<file path="src/rtl/core_pkg.sv">
// Shared definitions for the core sequencer: datapath width, reset PC default
// and the externally visible FSM state encoding.
package core_pkg;

  localparam int          XLEN         = 32;
  localparam logic [31:0] RESET_PC_DEF = 32'h0000_0000;

  typedef enum logic [2:0] {
    ST_FETCH  = 3'd0,
    ST_DECODE = 3'd1,
    ST_EXEC   = 3'd2,
    ST_MEM    = 3'd3,
    ST_WB     = 3'd4,
    ST_TRAP   = 3'd7
  } state_e;

  // Instruction addresses must be word aligned.
  function automatic logic misaligned(input logic [XLEN-1:0] addr);
    return (addr[1:0] != 2'b00);
  endfunction

endpackage

</file>
<file path="src/rtl/core_wait_timer.sv">
// Memory-request watchdog: counts un-acked cycles and flags the cycle in which
// the MAX_WAIT-th consecutive un-acked cycle is being spent.
module core_wait_timer #(
  parameter int MAX_WAIT = 16
) (
  input  logic clk,
  input  logic reset,
  input  logic clr_i,
  input  logic en_i,
  output logic expired_o
);

  localparam logic [7:0] LIMIT = 8'(MAX_WAIT - 1);

  logic [7:0] cnt_q;
  logic [7:0] cnt_d;

  // Saturating count, clear has priority over increment.
  always_comb begin
    cnt_d = cnt_q;
    if (clr_i) begin
      cnt_d = 8'd0;
    end else if (en_i && (cnt_q != 8'hFF)) begin
      cnt_d = cnt_q + 8'd1;
    end else begin
      cnt_d = cnt_q;
    end
  end

  // Counter register.
  always_ff @(posedge clk or negedge reset) begin
    if (!reset) begin
      cnt_q <= 8'd0;
    end else begin
      cnt_q <= cnt_d;
    end
  end

  assign expired_o = (cnt_q >= LIMIT);

endmodule

</file>
<file path="src/rtl/core_seq.sv">
// Multi-cycle fetch/decode/exec/mem/writeback sequencer owning the PC and the
// register-file write port. Optional perf counters under CORE_SEQ_PERF_EN.
module core_seq
  import core_pkg::*;
#(
  parameter logic [31:0] RESET_PC = RESET_PC_DEF,
  parameter int          MAX_WAIT = 16
) (
  input  logic            clk,
  input  logic            reset,
  output logic            imem_req,
  output logic [XLEN-1:0] imem_addr,
  input  logic            imem_ack,
  input  logic [XLEN-1:0] imem_rdata,
  output logic [XLEN-1:0] instr,
  input  logic            is_load,
  input  logic            is_store,
  input  logic            is_branch,
  input  logic            is_jump,
  input  logic            is_reg,
  input  logic            is_alu,
  input  logic [4:0]      dest,
  input  logic [XLEN-1:0] alu_result,
  input  logic            branch_taken,
  input  logic [XLEN-1:0] branch_target,
  output logic            dmem_req,
  output logic            dmem_we,
  input  logic            dmem_ack,
  input  logic [XLEN-1:0] dmem_rdata,
  output logic            rf_w_en,
  output logic [4:0]      rf_waddr,
  output logic [XLEN-1:0] rf_wdata,
  output logic [XLEN-1:0] pc,
  output logic [2:0]      state,
  output logic            trap
`ifdef CORE_SEQ_PERF_EN
  ,
  output logic [31:0]     cycle_cnt,
  output logic [31:0]     retired_cnt
`endif
);

  state_e          state_q, state_d;
  logic [XLEN-1:0] pc_q, pc_d;
  logic [XLEN-1:0] instr_q, instr_d;
  logic [XLEN-1:0] ld_data_q, ld_data_d;
  logic            rf_w_en_q, rf_w_en_d;
  logic [4:0]      rf_waddr_q, rf_waddr_d;
  logic [XLEN-1:0] rf_wdata_q, rf_wdata_d;

  logic            tmr_clr_s;
  logic            tmr_en_s;
  logic            tmr_expired_s;

  logic [XLEN-1:0] pc_plus4_s;
  logic [XLEN-1:0] next_pc_s;
  logic [XLEN-1:0] wb_data_s;
  logic            any_flag_s;
  logic            mem_op_s;
  logic            redirect_s;
  logic            wr_ok_s;

  core_wait_timer #(
    .MAX_WAIT (MAX_WAIT)
  ) u_wait_timer (
    .clk       (clk),
    .reset     (reset),
    .clr_i     (tmr_clr_s),
    .en_i      (tmr_en_s),
    .expired_o (tmr_expired_s)
  );

  assign pc_plus4_s = pc_q + 32'd4;
  assign any_flag_s = is_load | is_store | is_branch | is_jump | is_reg | is_alu;
  assign mem_op_s   = is_load | is_store;
  assign redirect_s = is_jump | (is_branch & branch_taken);
  assign next_pc_s  = redirect_s ? branch_target : pc_plus4_s;
  assign wr_ok_s    = (is_load | is_jump | is_alu) && (dest != 5'd0);
  assign wb_data_s  = is_load ? ld_data_q : (is_jump ? pc_plus4_s : alu_result);

  // Next-state logic; the wait timer only runs while a request is outstanding.
  always_comb begin
    state_d    = state_q;
    pc_d       = pc_q;
    instr_d    = instr_q;
    ld_data_d  = ld_data_q;
    rf_w_en_d  = 1'b0;
    rf_waddr_d = rf_waddr_q;
    rf_wdata_d = rf_wdata_q;
    tmr_clr_s  = 1'b1;
    tmr_en_s   = 1'b0;
    case (state_q)
      ST_FETCH: begin
        tmr_clr_s = 1'b0;
        if (imem_ack) begin
          instr_d = imem_rdata;
          state_d = ST_DECODE;
        end else if (tmr_expired_s) begin
          state_d = ST_TRAP;
        end else begin
          tmr_en_s = 1'b1;
        end
      end
      ST_DECODE: begin
        state_d = ST_EXEC;
      end
      ST_EXEC: begin
        if (!any_flag_s) begin
          state_d = ST_TRAP;
        end else if (mem_op_s) begin
          state_d = ST_MEM;
        end else begin
          state_d = ST_WB;
        end
      end
      ST_MEM: begin
        tmr_clr_s = 1'b0;
        if (dmem_ack) begin
          if (is_load) begin
            ld_data_d = dmem_rdata;
          end else begin
            ld_data_d = ld_data_q;
          end
          state_d = ST_WB;
        end else if (tmr_expired_s) begin
          state_d = ST_TRAP;
        end else begin
          tmr_en_s = 1'b1;
        end
      end
      ST_WB: begin
        // A misaligned target retires nothing: no write, PC left as is.
        if (misaligned(next_pc_s)) begin
          state_d = ST_TRAP;
        end else begin
          pc_d       = next_pc_s;
          rf_w_en_d  = wr_ok_s;
          rf_waddr_d = dest;
          rf_wdata_d = wb_data_s;
          state_d    = ST_FETCH;
        end
      end
      ST_TRAP: begin
        state_d = ST_TRAP;
      end
      default: begin
        state_d = ST_TRAP;
      end
    endcase
  end

  // Sequencer state and datapath registers.
  always_ff @(posedge clk or negedge reset) begin
    if (!reset) begin
      state_q    <= ST_FETCH;
      pc_q       <= RESET_PC;
      instr_q    <= 32'd0;
      ld_data_q  <= 32'd0;
      rf_w_en_q  <= 1'b0;
      rf_waddr_q <= 5'd0;
      rf_wdata_q <= 32'd0;
    end else begin
      state_q    <= state_d;
      pc_q       <= pc_d;
      instr_q    <= instr_d;
      ld_data_q  <= ld_data_d;
      rf_w_en_q  <= rf_w_en_d;
      rf_waddr_q <= rf_waddr_d;
      rf_wdata_q <= rf_wdata_d;
    end
  end

  // Gating with reset keeps the fetch request low while reset is held.
  assign imem_req  = (state_q == ST_FETCH) && reset;
  assign imem_addr = pc_q;
  assign dmem_req  = (state_q == ST_MEM);
  assign dmem_we   = (state_q == ST_MEM) && is_store;
  assign instr     = instr_q;
  assign rf_w_en   = rf_w_en_q;
  assign rf_waddr  = rf_waddr_q;
  assign rf_wdata  = rf_wdata_q;
  assign pc        = pc_q;
  assign state     = state_q;
  assign trap      = (state_q == ST_TRAP);

`ifdef CORE_SEQ_PERF_EN
  logic [31:0] cycle_cnt_q;
  logic [31:0] retired_cnt_q;

  // Free-running cycle counter (frozen in TRAP) and retirement counter.
  always_ff @(posedge clk or negedge reset) begin
    if (!reset) begin
      cycle_cnt_q   <= 32'd0;
      retired_cnt_q <= 32'd0;
    end else begin
      if (state_q != ST_TRAP) begin
        cycle_cnt_q <= cycle_cnt_q + 32'd1;
      end
      if ((state_q == ST_WB) && (state_d == ST_FETCH)) begin
        retired_cnt_q <= retired_cnt_q + 32'd1;
      end
    end
  end

  assign cycle_cnt   = cycle_cnt_q;
  assign retired_cnt = retired_cnt_q;
`endif

endmodule

</file>
<file path="config.mk">
export PLATFORM = sky130hd
export DESIGN_NAME = core_seq
export DESIGN_NICKNAME = d
export VERILOG_FILES = /design/src/rtl/core_pkg.sv /design/src/rtl/core_wait_timer.sv /design/src/rtl/core_seq.sv
export SDC_FILE = /design/constraint.sdc
export NUM_CORES = 1
export LEC_CHECK = 0
export ABC_AREA = 1
export CORE_UTILIZATION = 45
export DETAILED_ROUTE_END_ITERATION = 6
export GPL_TIMING_DRIVEN = 0
export PLACE_DENSITY = 0.8
export SYNTH_ARGS = -nofsm -noshare
export SYNTH_HDL_FRONTEND = slang
export SYNTH_HIERARCHICAL = 1
export SYNTH_SLANG_ARGS = --single-unit
</file>
<file path="constraint.sdc">
create_clock -name clk -period 2.3 [get_ports clk]
set_clock_uncertainty 0.15 [all_clocks]
set_input_delay 0.345 -clock clk [delete_from_list [all_inputs] [get_ports clk]]
set_output_delay 0.345 -clock clk [all_outputs]
set_load 0.03 [all_outputs]
</file>
==> results of run 1 <==
==> worst max-delay path, cell delays in order (launching register included) <==
cell	delay, ns
dfrtp_1	0.51
buf_4	0.16
clkdlybuf4s50_1	0.66
==> path summary, 6_finish.rpt <==
| check | startpoint | end |
|---|---|---|
| max in group asynchronous | reset | imem_addr[4] |
| hold / removal | reset | imem_addr[15] |
| min in group clk | imem_rdata[19] | instr[19] |
| setup reg to reg | imem_addr[2] | rf_wdata[12] |
| hold reg to reg | instr[19] | instr[19] |
| setup / recovery | imem_addr[2] | pc[2] |
==> sequential cells by signal, indices dropped and copies added, names as in the netlist <==
register            count
imem_addr              32
instr                  32
ld_data_q              32
rf_wdata               32
u_wait_timer/cnt_q      8
rf_waddr                5
state                   3
rf_w_en                 1
==> layer usage <==
metal  vias up  wire (um)  GRT usage, %
met2       422      12800          51.4
met1      3725      10400          36.9
met3        66       2700          9.13
li1       3836          -             -
met5         -          0             0
met4         0        870          12.6
==> kinds of logic (layout without fill, tap and decap cells) <==
family	count (synthesis)	after routing	synth area share, %
buffers and inverters	145	461	9.45
flip-flops	145	145	46.5
AO/OA/AOI/OAI	151	151	10.9
multiplexers	26	26	3.75
AND/OR/NAND/NOR	537	537	28.0
XOR/XNOR	10	10	1.12
adder cells (fa/ha/maj)	2	2	0.321
other	0	2	0
==> power breakdown <==
part | internal [mW] | switching (mW)
combinational | 0.322 | 0.307
sequential | 2.58 | 0.0170
clock | 2.07 | 1.08
==> area by class of cell <==
cell class | count | area (sq um)
multi-input cells | 726 | 3440
flip-flops and latches | 145 | 3630
fillers | 1361 | 5120
clock buffers | 23 | 498
repair buffers | 285 | 2880
diodes | 2 | 5.00
well taps | 220 | 275
clock inverters | 8 | 174
plain buffers | 76 | 478
inverters | 69 | 259
==> what timing repair did <==
item / in CTS / in global routing
endpoints found under the setup margin: 4 / 6
endpoints found under the hold margin: 57 / 57
cloned: 1 / 0
gates resized for setup: 5 / 8
==> stage by stage <==
stage               total power, mW  util (%)  setup TNS (ns)  cell area [sq um]
floorplan                      2.83         -               0               7800
global placement               3.25      65.1         -762.18              10900
detailed placement             3.26      65.3           -2.14              10900
CTS                            6.39      69.4               0              11600
global route                   6.57      69.4               0              11600
finish                         6.37      69.5               0              11600
==> placed cells by master (no fill, tap or decap), types with 17 or more instances in the layout <==
cell and count:
nor2_1 143, buf_4 35, buf_2 20, a21oi_1 90, clkbuf_16 17, nand2_1 314, inv_1 64, o21ai_0 31
clkdlybuf4s50_1 278, mux2_2 26, nand3_1 50, dfrtp_1 143
==> metrics, run 1 <==
share of the synthesized area in the top cell type 46.5%; Initial Util 46.5%; reg2reg path depth 7; H-Tree Depth 4; Worst-path clk slew 0.07 ns; CP required 1.80 ns; Area contributors post-synth dfrtp_1 (47%), nand2_1 (15%), nor2_1 (6.9%); Worst Setup Path Type reg2out; first-pass GRT wire length 41.3 mm; Port Buffers 283; relative slew slack 54.1%; Yosys reg bits 145; TritonCTS clock tree built; worst slew pin tran 0.688 ns; Num CTS Buffers 17; drt first pass iters 7; dpl ws -0.391 ns; Synthesis Warnings 6; # rows 47; asr flop ratio synth 100%; Cells after Synth 1,016; Post-synth top cells nand2_1 (314), dfrtp_1 (145), nor2_1 (144), a21oi_1 (90), inv_1 (64); Detailed Place HPWL 20.1 mm; maximum number of buffers from clock root to sink 2; pins over their slew limit 0; Die Y 134 um; Pwr per Cell Area 547 nW/um^2; post-route clock period utilization 98.0%; Post-Syn Area per Cell 7.68 sq um; final setup margin 0.0468 ns; Max Cap Violations 0; Hold Slack -0.276 ns; Area Growth Syn to Fin 49.3%; Placed Cells 1,520; sequential area share after synthesis 46.5%; post-synthesis cell area 7800 sq um; core area 16,800 sq um; CTS root buf clkbuf_16; DRT iter0 DRCs 620; remaining routing DRC violations 0; DRT Wirelength 26.7 mm; violated checks hold timing; Peak Freq 444 MHz; endpoint class of the critical path output pin; drt via density 5.18; I/O Pins 285; nets 1,466; Hold/Removal Path Class in2async; WL/cell 17.2 um; TritonCTS Sinks 145; Post-synth EDFFs 0; grt ovf 0; RSZ-0062 raised after global routing false; vias after detailed routing 8,049; status finished with violations; Non-Filler Instances 1,554; Yosys top cell by area dfrtp_1; post-route ant nets 0; fin crit period 2.25 ns; unique cell type count in the Yosys netlist 39; Worst EP arrival 1.76 ns; Worst IR Drop VDD 0.548 mV; Most used DFF post-synth dfrtp_1; # setup viols final 0; vias in the first global route 7,852; fraction of layout cells with a size suffix above 1 11.4%; leak pwr 5.55 nW; r2r setup slk 0.06 ns; most common cell in the netlist nand2_1; largest net degree at the start of global routing 60; CP max FO 7; Fin. Hold Viols 57; syn_nets 1,162; worst skew pair latency 0.43 ns; antenna violations before repair 2; chip width 134 um; Final GP Congestion 0.933; die area 17,900 sq um; post-CTS setup buffer count 0; overall routing resource usage 30.7%; Startpoint Class register
Power figures use the tool's default switching activity.
==> run 2, diff against run 1 <==
Settings changed: HOLD_SLACK_MARGIN from default to 0.12, PLACE_DENSITY 0.8 to 0.78, SKIP_LAST_GASP from default to 1.
==> run 2 against run 1 <==
Compared with the run above: worst setup slack better by 0.0037 ns; routed wire length is 2.1% higher; largest power group unchanged; global-route usage is 0.55 points higher; clock-buffer cell count is 5 lower; clock power is 12% lower; the run now ends clean; total power is 5.5% lower; cell count is 0.26% higher; register-to-register slack better by 0.09 ns; sequential share of layout area hardly changed; highest routed layer unchanged; sequential power hardly changed.
==> metrics, run 2 (synthesis results as in run 1) <==
RR Endpoint rf_wdata[12]; Worst Hold Depth 3; vias after detailed routing 8,116 (+0.83%); antenna violations before repair 0 (-2); Die Y 134 um (unchanged); Fin. Hold Viols 0 (-100%); vias in the first global route 7,935 (+1.1%); DRT iter0 DRCs 683 (+10%); core area 16,800 sq um (unchanged); slowest cell delay on critical path 0.65 ns (about the same); TritonCTS Sinks 145 (unchanged); Placed Cells 1,520 (unchanged); TritonCTS clock tree built; clock share of power 46.0% (-3.4 points); Non-Filler Instances 1,558 (+0.26%); Pwr per Cell Area 517 nW/um^2 (-5.6%); grt ovf 0 (unchanged); Sequential Power Share 43.1% (+2.3 points); end of the worst hold path instr[31]; WL/cell 17.5 um (+1.9%); status completed; area of the multi-input gates 3450 sq um (+0.15%); overall routing resource usage 31.3% (+0.55 points); Port Buffers 283 (unchanged); commonest non-fill, non-tap cells in the layout nand2_1 (314), clkdlybuf4s50_1 (278), nor2_1 (144), dfrtp_1 (142), a21oi_1 (90); Max Cap Violations 0 (unchanged); # rows 47 (unchanged); Sw Ratio 24.8% (+2.8 points); P_int 4.53 mW (-8.9%); drt first pass iters 7 (unchanged); post-route ant nets 0 (unchanged); # setup viols final 0 (unchanged); sequential cell area 3630 sq um (about the same); Area Growth Syn to Fin 49.5%; leak pwr 5.53 nW (-0.34%); Worst Setup Path Type reg2out; Worst EP arrival 1.75 ns (about the same); die area 17,900 sq um (unchanged); post-route clock period utilization 97.8% (-0.16 points); chip width 134 um (unchanged); relative slew slack 55.5% (+1.4 points); first-pass GRT wire length 42.2 mm (+2.1%); largest net degree at the start of global routing 50 (-17%); RSZ-0062 raised after global routing false; Initial Util 46.5% (unchanged); CP max FO 6 (-1); pins over their slew limit 0 (unchanged); Hold/Removal Path Class in2reg; sw power 1.49 mW (+6.6%); reg2reg path depth 7 (unchanged); endpoint class of the critical path output pin; Worst-path clk slew 0.06 ns (about the same); logic gate share of total power 10.9% (+1.0 points); r2r setup slk 0.15 ns (+0.09 ns); remaining routing DRC violations 0 (unchanged); Final GP Congestion 0.938 (+0.60%); nets 1,471 (+0.34%); number of fill cells 1,408 (+3.5%); beginning of the worst hold path imem_rdata[31]; CTS root buf clkbuf_16; CP Cell Sequence buf_4 > clkdlybuf4s50_1; drt via density 5.21 (+0.57%); leading cell type in the layout, fill and taps excluded nand2_1; CP required 1.80 ns (about the same); maximum number of buffers from clock root to sink 2 (unchanged); Startpoint Class register; Num CTS Buffers 17 (unchanged); DRT Wirelength 27.3 mm (+2.1%); setup tns final 0 ns (unchanged); Peak Freq 445 MHz (+0.16%); diode count 0 (-2); Worst IR Drop VDD 0.503 mV (-8.3%); H-Tree Depth 4 (unchanged); worst skew pair latency 0.43 ns (about the same); fin crit period 2.25 ns (-0.00369 ns); Detailed Place HPWL 20.6 mm (+2.7%); I/O Pins 285 (unchanged); crit path max-delay cell type clkdlybuf4s50_1; r2r startpoint imem_addr[3]; worst slew pin tran 0.667 ns (-0.0208 ns); fraction of layout cells with a size suffix above 1 11.7% (+0.32 points)
run 2: cell types whose count changed in the layout (fill, tap and decap cells not counted), sizes merged:
cell and change:
clkinvlp +2, inv +5, clkbuf -4, buf +2, bufinv -3, dlygate4sd3 +2, clkinv +2, diode -2
run 2: how the worst max path moves through the flow:
stage	from	end	slack [ns]	cells past startpoint
after CTS	state[1]	imem_req	0.0008	6
after global routing	imem_addr[29]	pc[29]	0.004	2
after detailed placement	reset	imem_req	-0.33	5
after global placement	reset	instr[2]	-5.25	1
after floorplan	state[1]	u_wait_timer/cnt_q[7]	0.25	10
final	imem_addr[16]	pc[16]	0.05	2
run 2: what timing repair did:
| action | in CTS | in global routing |
|---|---|---|
| setup buffers | 0 | 0 |
| hold endpoints to repair | 49 | 0 |
| endpoints found under the setup margin | 4 | 9 |
| resized for setup | 4 | 10 |
| pin swaps | 0 | 1 |
| gates cloned | 1 | 0 |
| hold buffers | 5 | 0 |
run 2: critical path: cells and delay by family, from the launching register on:
family                 cells  cell delay [ns]
buffers and inverters      2             0.82
flip-flops                 1             0.51
run 2: final cells by class:
type	instances	area share [%]
Clock inverter	14	1.31
Buffer	76	4.10
Sequential cell	145	31.2
Clock buffer	18	3.68
Tap cell	220	2.36
Multi-Input combinational cell	726	29.6
Timing Repair Buffer	290	25.6
Inverter	69	2.22
run 2: metal layers:
layer	vias up	share of wire [%]	GRT usage, %
li1	3838	-	-
met1	3812	39	37.7
met2	401	49	52.5
met3	65	9.3	8.37
met4	0	3.4	13.7
met5	-	0	0
run 2: per-stage QoR:
step	utilization [%]	worst slack, ns	hold WS (ns)	instance area, sq um	power, mW
5_1_grt	69.6	0.00441	0.306	11700	6.21
2_1_floorplan	-	0.251	-0.101	7800	2.83
6_report	69.6	0.0505	0.298	11700	6.02
3_5_place_dp	65.3	-0.334	0.161	10900	3.26
3_3_place_gp	65.1	-5.25	0.302	10900	3.26
4_1_cts	69.5	0.000778	0.285	11600	6.06
run 2: power by group through the flow:
stage          registers (mW)  clock network (mW)  logic, mW
6_report                 2.60                2.77      0.655
3_3_place_gp             2.64                   0      0.613
5_1_grt                  2.60                2.91      0.699
2_1_floorplan            2.70                   0      0.129
3_5_place_dp             2.64                   0      0.622
4_1_cts                  2.60                2.81      0.656
==> run 3, diff against run 2 <==
Settings changed: RECOVER_POWER from default to 25.
==> run 3 against run 2 <==
Compared with the run above: clock-buffer cell count did not move; clock power barely moved; worst hold slack barely moved; cell count did not move; total power fell by 0.25%; sequential power barely moved; non-clock buffer count did not move; core utilization fell by 0.46 points; register-to-register slack barely moved; final area fell by 0.65%.
==> metrics, run 3 (synthesis results as in run 1) <==
Die Y 134 um (unchanged); Port Buffers 283 (unchanged); I/O Pins 285 (unchanged); sequential cell area 3630 sq um (unchanged); antenna violations before repair 0 (unchanged); overall routing resource usage 31.3% (unchanged); Final GP Congestion 0.938 (unchanged); number of fill cells 1,418 (+0.71%); Area Growth Syn to Fin 48.5%; reg2reg path depth 7 (unchanged); largest net degree at the start of global routing 50 (unchanged); CP required 1.80 ns (about the same); crit path max-delay cell type clkdlybuf4s50_1; Peak Freq 445 MHz (about the same); die area 17,900 sq um (unchanged); CP bufs+invs 2 (unchanged); r2r startpoint imem_addr[3]; RR Endpoint rf_wdata[12]; Hold/Removal Path Class in2reg; CP max FO 6 (unchanged); fin crit period 2.25 ns (-0.00190 ns); WL/cell 17.5 um (about the same); Max Cap Violations 0 (unchanged); grt ovf 0 (unchanged); post-route ant nets 0 (unchanged); # rows 47 (unchanged); remaining routing DRC violations 0 (unchanged); Worst-path clk slew 0.06 ns (about the same); Pwr per Cell Area 519 nW/um^2 (+0.41%); beginning of the worst hold path imem_rdata[31]; CP Cell Sequence buf_4 > clkdlybuf4s50_1; worst slew pin tran 1.27 ns (+0.602 ns); CTS root buf clkbuf_16; H-Tree Depth 4 (unchanged); Num CTS Buffers 17 (unchanged); leading cell type in the layout, fill and taps excluded nand2_1; nets 1,471 (unchanged); Worst Setup Path Type reg2out; Worst EP arrival 1.75 ns (about the same); Post-DP Area 10,900 sq um (unchanged); Design Area, Final 11,600 sq um (-0.65%); vias in the first global route 7,935 (unchanged); DRT Wirelength 27.3 mm (about the same); Fin. Hold Viols 0 (unchanged); vias after detailed routing 8,117 (+0.012%); RSZ-0062 raised after global routing false; post-route clock period utilization 97.7% (about the same); status completed; TritonCTS clock tree built; DRT iter0 DRCs 669 (-2.0%); commonest non-fill, non-tap cells in the layout nand2_1 (314), clkdlybuf4s50_1 (278), nor2_1 (144), dfrtp_1 (142), a21oi_1 (90); fraction of layout cells with a size suffix above 1 11.7% (unchanged); Detailed Place HPWL 20.6 mm (unchanged); first-pass GRT wire length 42.2 mm (unchanged); Worst IR Drop VDD 0.503 mV (+0.17%); Hold Slack 0.298 ns (-0.000218 ns); end of the worst hold path instr[31]; # setup viols final 0 (unchanged); pins over their slew limit 0 (unchanged); Startpoint Class register; worst skew pair latency 0.43 ns (about the same); endpoint class of the critical path output pin; relative slew slack 15.4% (-40 points); r2r setup slk 0.14 ns (about the same); post-CTS setup buffer count 0 (unchanged); drt via density 5.21 (about the same); area of the multi-input gates 3450 sq um (unchanged); slowest cell delay on critical path 0.65 ns (about the same); cell family with most CP delay buffers and inverters; maximum number of buffers from clock root to sink 2 (unchanged); setup tns final 0 ns (unchanged); diode count 0 (unchanged); chip width 134 um (unchanged); leak pwr 5.49 nW (-0.61%); Initial Util 46.5% (unchanged); core area 16,800 sq um (unchanged); Worst Hold Depth 3 (unchanged); TritonCTS Sinks 145 (unchanged); final core utilization 69.1% (-0.46 points); drt first pass iters 5 (-2)
[run 3: changes by cell type in the layout (fill, tap and decap cells not counted)]
cell       change
buf_16         -2
bufbuf_16      -1
clkbuf_4       +1
buf_6          -1
clkbuf_2       +3
[run 3: layout make-up]
type	instances	share of cell area, %
Clock buffer	18	3.71
Tap cell	220	2.38
Timing Repair Buffer	290	25.1
Multi-Input combinational cell	726	29.8
Buffer	76	4.13
Sequential cell	145	31.4
Clock inverter	14	1.32
Inverter	69	2.24
[run 3: power by group]
part | total (mW) | internal (mW) | switching, mW
registers | 2.60 | 2.58 | 0.0170
logic | 0.637 | 0.323 | 0.314
clock network | 2.77 | 1.61 | 1.16
total | 6.01 | 4.51 | 1.50
[run 3: worst max path at each step]
stage,startpoint,depth (start not counted),slack (ns),end
2_1_floorplan,state[1],10,0.25,u_wait_timer/cnt_q[7]
3_3_place_gp,reset,1,-5.25,instr[2]
3_5_place_dp,reset,5,-0.33,imem_req
4_1_cts,state[1],6,0.0008,imem_req
5_1_grt,imem_addr[29],2,0.004,pc[29]
6_report,imem_addr[16],2,0.05,pc[16]
[run 3: what timing repair did]
item	CTS	global route
gates resized for setup	4	10
hold buffers	5	0
cloned	1	0
hold endpoints to repair	49	0
endpoints found under the setup margin	4	9
pin swaps	0	1
[run 3: worst min-delay path: cells and delay by family]
kind,cells,cell delay [ns]
buffers and inverters,1,0.39
and+or+nand+nor,2,0.10
[run 3: through the flow]
| stage | setup slack [ns] | power, mW | instances |
|---|---|---|---|
| 6_report | 0.0524 | 6.01 | 1558 |
| 5_1_grt | 0.00441 | 6.19 | 1558 |
| 4_1_cts | 0.000778 | 6.06 | 1558 |
| 3_5_place_dp | -0.334 | 3.26 | 1520 |
| 3_3_place_gp | -5.25 | 3.26 | 1519 |
| 2_1_floorplan | 0.251 | 2.83 | 1016 |
[run 3: routing by layer]
layer,global-route usage [%],up-vias,wire [um]
met3,8.37,64,2410
met5,0,-,0
met4,13.7,0,925
li1,-,3840,-
met2,52.5,404,13300
met1,37.7,3809,10700
